## config.mk

```make
export PLATFORM = sky130hd
export DESIGN_NAME = btn_pr_in
export DESIGN_NICKNAME = d
export VERILOG_FILES = /design/src/rtl/btn_pr_in.sv
export SDC_FILE = /design/constraint.sdc
export NUM_CORES = 1
export LEC_CHECK = 0
export ABC_CLOCK_PERIOD_IN_PS = 2400
export CORE_MARGIN = 2
export CORE_UTILIZATION = 45
export DETAILED_ROUTE_END_ITERATION = 8
export PLACE_DENSITY = 0.72
export SYNTH_ARGS = -nofsm -noshare
export SYNTH_HDL_FRONTEND = slang
export SYNTH_SLANG_ARGS = --single-unit
export TNS_END_PERCENT = 10
```

## constraint.sdc

```tcl
create_clock -name clk -period 2.4 [get_ports clk]
set_input_delay 0.36 -clock clk [delete_from_list [all_inputs] [get_ports clk]]
set_output_delay 0.36 -clock clk [all_outputs]
set_load 0.05 [all_outputs]
```

## src/rtl/btn_pr_in.sv

```systemverilog
// btn_pr_in: two-channel push-button input block.
// Each raw button is synchronised, debounced by a small FSM, and turned into a
// clean level plus single-cycle press, release and long-press events.
module btn_pr_in #(
  parameter int DEBOUNCE_CYCLES = 4,
  parameter int HOLD_CYCLES     = 16
) (
  input  logic       clk,
  input  logic       rst_n,
  input  logic [1:0] btn,
  output logic [1:0] btn_level,
  output logic [1:0] btn_press,
  output logic [1:0] btn_release,
  output logic [1:0] btn_long
);

  localparam int DEB_W  = (DEBOUNCE_CYCLES > 1) ? $clog2(DEBOUNCE_CYCLES) : 1;
  localparam int HOLD_W = $clog2(HOLD_CYCLES + 1);

  localparam logic [DEB_W-1:0]  DEB_LAST = DEB_W'(DEBOUNCE_CYCLES - 1);
  localparam logic [HOLD_W-1:0] HOLD_MAX = HOLD_W'(HOLD_CYCLES);
  localparam logic [HOLD_W-1:0] HOLD_ONE = HOLD_W'(1);

  typedef enum logic [1:0] {
    RELEASED     = 2'd0,
    PRESS_WAIT   = 2'd1,
    HELD         = 2'd2,
    RELEASE_WAIT = 2'd3
  } state_t;

  logic [1:0] s1;
  logic [1:0] s2;

  // Two-flop synchroniser for the asynchronous button inputs; only s2 is used.
  always_ff @(posedge clk or negedge rst_n) begin
    if (!rst_n) begin
      s1 <= 2'b00;
      s2 <= 2'b00;
    end else begin
      s1 <= btn;
      s2 <= s1;
    end
  end

  for (genvar i = 0; i < 2; i++) begin : g_ch
    state_t              state;
    logic [DEB_W-1:0]    cnt;
    logic [HOLD_W-1:0]   hold;
    logic                level_q;
    logic                press_q;
    logic                release_q;
    logic                long_q;

    // Per-channel debounce FSM with registered level and event pulses.
    // The hold counter is kept through RELEASE_WAIT so a release bounce
    // neither re-arms the long-press event nor produces a second press.
    always_ff @(posedge clk or negedge rst_n) begin
      if (!rst_n) begin
        state     <= RELEASED;
        cnt       <= '0;
        hold      <= '0;
        level_q   <= 1'b0;
        press_q   <= 1'b0;
        release_q <= 1'b0;
        long_q    <= 1'b0;
      end else begin
        press_q   <= 1'b0;
        release_q <= 1'b0;
        long_q    <= 1'b0;
        case (state)
          RELEASED: begin
            if (s2[i]) begin
              state <= PRESS_WAIT;
              cnt   <= '0;
            end
          end
          PRESS_WAIT: begin
            if (!s2[i]) begin
              state <= RELEASED;
            end else if (cnt == DEB_LAST) begin
              state   <= HELD;
              level_q <= 1'b1;
              press_q <= 1'b1;
              hold    <= '0;
            end else begin
              cnt <= cnt + 1'b1;
            end
          end
          HELD: begin
            if (!s2[i]) begin
              state <= RELEASE_WAIT;
              cnt   <= '0;
            end else if (hold < HOLD_MAX) begin
              hold <= hold + 1'b1;
              if (hold == HOLD_MAX - HOLD_ONE) begin
                long_q <= 1'b1;
              end
            end
          end
          RELEASE_WAIT: begin
            if (s2[i]) begin
              state <= HELD;
            end else if (cnt == DEB_LAST) begin
              state     <= RELEASED;
              level_q   <= 1'b0;
              release_q <= 1'b1;
            end else begin
              cnt <= cnt + 1'b1;
            end
          end
          default: begin
            state <= RELEASED;
          end
        endcase
      end
    end

    assign btn_level[i]   = level_q;
    assign btn_press[i]   = press_q;
    assign btn_release[i] = release_q;
    assign btn_long[i]    = long_q;
  end

endmodule

```

==> results.md <==
* H-tree Lvls at 2
* Setup violators final at 0
* Slew headroom at 0.673
* Max Freq at 537 MHz
* Setup CP Type: register to primary output
* Gr ovfl total at 0
* R2R setup slack at roughly 820 ps
* Final number of max-transition violations at 0
* Ant diodes at 0
* Unrepaired setup endpoints after global routing: no
* Post-synth EDFFs at 0
* Core area at just over 3000 µm²
* Kind of end point of the critical path: primary output
* Max-cap violations at 0
* Worst R2R End: g_ch[0].hold[2]$_DFFE_PN0P_
* Reg2Reg Depth at 3
* Pin count of the biggest net entering global routing at 31
* CTS Sinks at 30
* Syn Area/Cell at 11.4 µm²
* Tcrit/Tclk final at 0.776
* GRT Total Usage at 0.148
* Max Buffers Root-to-Sink at 2
* Distinct cell type count after synthesis at 39
* Hold path depth at 0
* Syn Nets at around 140
* Min cycle time layout at 1860 ps
* Top FF cell, synth: dfrtp_1
* Required time of the critical path at 2040 ps
* Final hold vios at 0
* Endpoint, Worst Hold: s2[1]$_DFF_PN0_
* Share of layout cells above drive strength 1 at 0.100
* Status: complete, no violations
* Drt via density at around 5.3
* Reg-to-reg critical path startpoint: g_ch[0].state[0]$_DFFE_PN0P_
* First-pass GRT wire length at 3800 µm
* Die height at 60.1 µm
* Cell family with most CP delay: buffers and inverters
* Syn. warnings at 0
* CTS tree: built
* Setup tns final at 0 ps
* Post-placement cell area at 1500 µm²
* Clock skew at 9.19 ps
* Seq cells post-synth at 30
* Synth cell count leaders: dfrtp_1 (30), o21ai_0 (10), buf_4 (8), ha_1 (8), nand2_1 (7)
* Clk_lat worst skew at 330 ps
* Synth area leaders: dfrtp_1 (53%), ha_1 (7.1%), buf_4 (4.2%)
* PD cells at 927 nW/µm²
* Initial antenna violation count at 0
* DR DRC count at 0
* CTS Hold Bufs at 0
* Post-DP HPWL at 1520 µm
* Crit path buf inv count at 1
* Crit path cell chain: clkdlybuf4s50_1
* Routed len/inst at 12.8 µm
* Clock-pin slew on the worst setup and hold paths at 80 ps
* Leakage power at 0.000698 µW
* 1st-iter DRT viols at 34
* Register area share after synthesis at 0.530
* DR vias at around 920
* Clk root buf: clkbuf_4
* Layout Area Growth over Synthesis at 9.09%
* Core Rows at 20
* Die ar. at 3620 µm²
* CP max stage delay at 810 ps
* Mapped Cells at 124
* Area leader, netlist: dfrtp_1
* Routed Antenna Nets at 0
* CP startpoint kind: register
* Final core occ at 0.511
* Drt pass-1 iters at 4
* HP Class: register to register
* Inserted Clock Buffers at 5
* Async set-reset flop share out of synthesis at 1.00
* Setup bufs post-CTS at 0
* Post-CTS Resized at 0
* Most common cell in the netlist: dfrtp_1
* Final Routed Wirelength at 2230 µm
* Yosys top cell area share at 0.530
* Worst-Margin Slew at slightly below 500 ps
* Beginning of the worst hold path: s1[1]$_DFF_PN0_
* Final Net Count at 142
* Crit Path Max Fanout at 3
* Arrival time at the worst endpoint at about 1500 ps
* Initial core utilization at 0.468
* CP max-delay cell: clkdlybuf4s50_1
* Port Buffers at 11
* Fin area at 1550 µm²
* Vias in the first global route at 887
* Io pins at 12
* VDD IR max at 0.383 mV
* Die Wd at between 60 and 70 µm
* Routability cong. at roughly 0.8
* Netlist area before placement at approximately 1400 µm²
-- sequential cells by signal (all words and copies together), names as in the netlist, named ones only --
register / count
g_ch.press_q: 2
g_ch.release_q: 2
g_ch.state: 2
g_ch.level_q: 2
s1: 2
s2: 2
g_ch.hold: 10
g_ch.cnt: 4
g_ch.long_q: 2
-- layout make-up --
type,instances,area (µm²)
fillers,260,1480
flip-flops and latches,30,751
multi-input cells,75,556
repair buffers,12,118
well taps,44,55.1
clock buffers,7,45.0
inverters,6,22.5
-- worst max path at each step --
stage | start | to | depth (start not counted)
3_5_place_dp | g_ch[0].state[0]$_DFFE_PN0P_ | g_ch[0].hold[2]$_DFFE_PN0P_ | 3
4_1_cts | g_ch[1].level_q$_DFFE_PN0P_ | btn_level[1] | 1
6_report | g_ch[1].level_q$_DFFE_PN0P_ | btn_level[1] | 1
2_1_floorplan | g_ch[0].state[0]$_DFFE_PN0P_ | g_ch[0].hold[2]$_DFFE_PN0P_ | 5
5_1_grt | g_ch[1].level_q$_DFFE_PN0P_ | btn_level[1] | 1
3_3_place_gp | g_ch[0].level_q$_DFFE_PN0P_ | btn_level[0] | 1
-- layer usage --
layer | track usage | vias to the layer above | part of all wire
met3 | 0.0714 | 5 | 0.054
li1 | - | 446 | -
met1 | 0.186 | 451 | 0.48
met2 | 0.210 | 19 | 0.45
met5 | 0 | - | 0
met4 | 0.0762 | 0 | 0.018
-- per-stage QoR --
stage / worst slack [ps] / power, µW / instances / hold slack (ps)
floorplan: 1020 / 1090 / 124 / 64.4
global placement: 906 / 1140 / 167 / 335
detailed placement: 828 / 1170 / 167 / 337
CTS: 526 / 1450 / 174 / 356
global route: 462 / 1560 / 174 / 361
finish: 538 / 1430 / 174 / 352
-- logic make-up after synthesis --
family	count (synthesis)	share of synthesized area
AOI/OAI and AO/OA	25	0.117
xor gates and xnor gates	3	0.0185
adders and majority gates	8	0.0706
buffers and inverters	19	0.0786
DFF	30	0.530
muxes	3	0.0238
and+or+nand+nor	36	0.162
-- cells in the final DEF, fill, tap and decap left out, types with 4 or more instances in the layout --
cell type	Yosys	final
o21ai_0	10	10
nand3_1	6	6
inv_1	6	6
nand2_1	7	7
clkbuf_4	0	5
a22o_1	4	4
ha_1	8	8
clkdlybuf4s50_1	0	11
dfrtp_1	30	30
a31oi_1	4	4
-- power by group --
part,internal [µW],switching (µW)
Clock,110,160
Combinational,205,181
Sequential,620,158
Power figures use the tool's default switching activity.
==> edit: new RTL, same flow settings <==
Make the reset (`rst_n`) synchronous in 2 clocked blocks. Comments in the files are not updated.
--- a/src/rtl/btn_pr_in.sv
+++ b/src/rtl/btn_pr_in.sv
@@ -32,7 +32,7 @@
   logic [1:0] s2;
 
   // Two-flop synchroniser for the asynchronous button inputs; only s2 is used.
-  always_ff @(posedge clk or negedge rst_n) begin
+  always_ff @(posedge clk) begin
     if (!rst_n) begin
       s1 <= 2'b00;
       s2 <= 2'b00;
@@ -54,7 +54,7 @@
     // Per-channel debounce FSM with registered level and event pulses.
     // The hold counter is kept through RELEASE_WAIT so a release bounce
     // neither re-arms the long-press event nor produces a second press.
-    always_ff @(posedge clk or negedge rst_n) begin
+    always_ff @(posedge clk) begin
       if (!rst_n) begin
         state     <= RELEASED;
         cnt       <= '0;
Formal check against the unedited RTL: differs if rst_n is asserted again (counterexample within 10 cycles, from zero or initial values and one cycle with rst_n low); with rst_n held inactive, the same outputs for 10 cycles.
==> edit against the original RTL <==
- sequential cell count stayed put
- cell area fell by 2.3%
- setup slack better by 37 ps
- count of clock-buffer cells in the layout stayed put
- routed wire length is 4.8% higher
- register-to-register slack lost 180 ps
- area after synthesis decreased by 1.3%
- largest cell class is now multi-input combinational cells
Power is not compared: it rests on default switching activity, and its combinational part moved more than twofold at a synthesized area within 25%.
==> edit: results (changes against the original RTL) <==
- Worst Path Arrival: 1470 ps (-30 ps)
- Cell Count, Final, Fillers Out: 187 (+7.5%)
- Setup Skew: 8.248 ps (-0.9424 ps)
- Hold_sp: s1[1]$_SDFF_PN0_
- Post-CTS Resized: 0 (unchanged)
- First drt pass iteration count: 6 (+2)
- Share of post-route cells with drive strength above 1: 7.143% (-2.9 points)
- Largest delay contributor family on the critical path: buffers and inverters
- Vias in the first global route: 993 (+12%)
- Hold_ws: 437.9 ps (+85.59 ps)
- Internal reg-to-reg setup slack: 640 ps (-180 ps)
- Top cells by area, synth: dfxtp_1 43%, ha_1 6.3%, a21oi_1 5.0%
- Worst-margin pin slew: 550.6 ps (+61.33 ps)
- Setup TNS: 0 ps (unchanged)
- Fillers: 291 (+12%)
- Placed cells: 179 (+7.2%)
- Hold Path Sink: s2[1]$_SDFF_PN0_
- Vias per std cell: 5.620 (+6.2%)
- Psw: 0.1921 mW
- FF-to-FF End: g_ch[0].hold[2]$_SDFFE_PN0P_
- Final HPWL DP: 1.625 mm (+6.7%)
- Sequential area share after synthesis: 42.93% (-10 points)
- R2R Path Start: g_ch[0].cnt[0]$_SDFFE_PN0P_
- Largest net degree at the start of global routing: 21 (-32%)
- Library cells used by synthesis: 37 (-5.1%)
- Reg2reg path depth: 4 (+1)
- Iter 0 DRT Violations: 27 (-21%)
- Hold Path Stages: 1 (+1)
- Synthesized area per cell: 9.452 um2 (-17%)
- Syn Nets: 159 (+17%)
- Outcome: complete, no violations
- Gr usage total: 15.70% (+0.91 points)
- Peak VDD IR: ~0.00029 V
- Gp weighted congestion: 0.7479 (-9.2%)
- Ys async rst share: 0% (-100 points)
- First-pass GRT wire length: 4.153 mm (+9.3%)
-- edit: cell types whose count changed in the layout (fill, tap and decap cells not counted), sizes merged, moves of 5 or more --
| cell | change |
|---|---|
| dfrtp | -30 |
| dfxtp | +30 |
| a21oi | +13 |
| nand2 | +9 |
| o21ai | -9 |
| and2 | +5 |
| nand3 | +5 |
-- edit: kinds of logic after synthesis --
| family | synth area share, % |
|---|---|
| muxes | 1.431 |
| AOI/OAI and AO/OA | 13.15 |
| buffers and inverters | 8.676 |
| adders and majority gates | 6.261 |
| and+or+nand+nor | 26.30 |
| xor gates and xnor gates | 1.252 |
| DFF | 42.93 |
-- edit: power by group through the flow --
stage          combinational [mW]  clock [mW]  sequential (mW)
3_3_place_gp               0.0345           0            0.521
3_5_place_dp               0.0357           0            0.521
2_1_floorplan              0.0287           0            0.518
5_1_grt                    0.0387       0.351            0.511
6_report                   0.0353       0.307            0.510
4_1_cts                    0.0358       0.324            0.510
-- edit: metal layers --
| metal | GRT usage (%) | up-vias | part of all wire, % |
|---|---|---|---|
| met5 | 0 | - | 0 |
| met4 | 7.937 | 0 | 2.4 |
| met3 | 6.494 | 6 | 3.5 |
| met2 | 25.00 | 23 | 47 |
| met1 | 17.98 | 487 | 47 |
| li1 | - | 535 | - |
-- edit: per-stage QoR --
stage,setup slack (ps),power [mW],area [um2],utilization [%]
3_3_place_gp,720.3,0.5554,1451,48.33
4_1_cts,550.7,0.8694,1511,50.33
3_5_place_dp,689.1,0.5567,1451,48.33
6_report,574.7,0.8525,1511,50.33
2_1_floorplan,759.0,0.5468,1399,-
5_1_grt,480.9,0.9014,1511,50.33
-- edit: how the worst max path moves through the flow --
stage	slack (ps)	from	endpoint	depth (start not counted)
floorplan	760	g_ch[1].hold[0]$_SDFFE_PN0P_	g_ch[1].hold[4]$_SDFFE_PN0P_	5
global placement	720	g_ch[1].hold[0]$_SDFFE_PN0P_	g_ch[1].hold[4]$_SDFFE_PN0P_	5
detailed placement	690	g_ch[1].hold[0]$_SDFFE_PN0P_	g_ch[1].hold[4]$_SDFFE_PN0P_	5
CTS	550	g_ch[1].level_q$_SDFFE_PN0P_	btn_level[1]	1
global route	480	g_ch[0].cnt[0]$_SDFFE_PN0P_	g_ch[0].hold[3]$_SDFFE_PN0P_	4
finish	570	g_ch[1].level_q$_SDFFE_PN0P_	btn_level[1]	1
-- edit: layout make-up --
type | instances | area [um2] | share of cell area, %
clock buffer | 7 | 55.05 | 3.642
clock inverter | 1 | 5.005 | 0.3311
inverter | 4 | 15.01 | 0.9934
multi-input combinational | 100 | 676.9 | 44.78
sequential | 30 | 600.6 | 39.74
tap | 33 | 41.29 | 2.732
timing repair buffer | 12 | 117.6 | 7.781
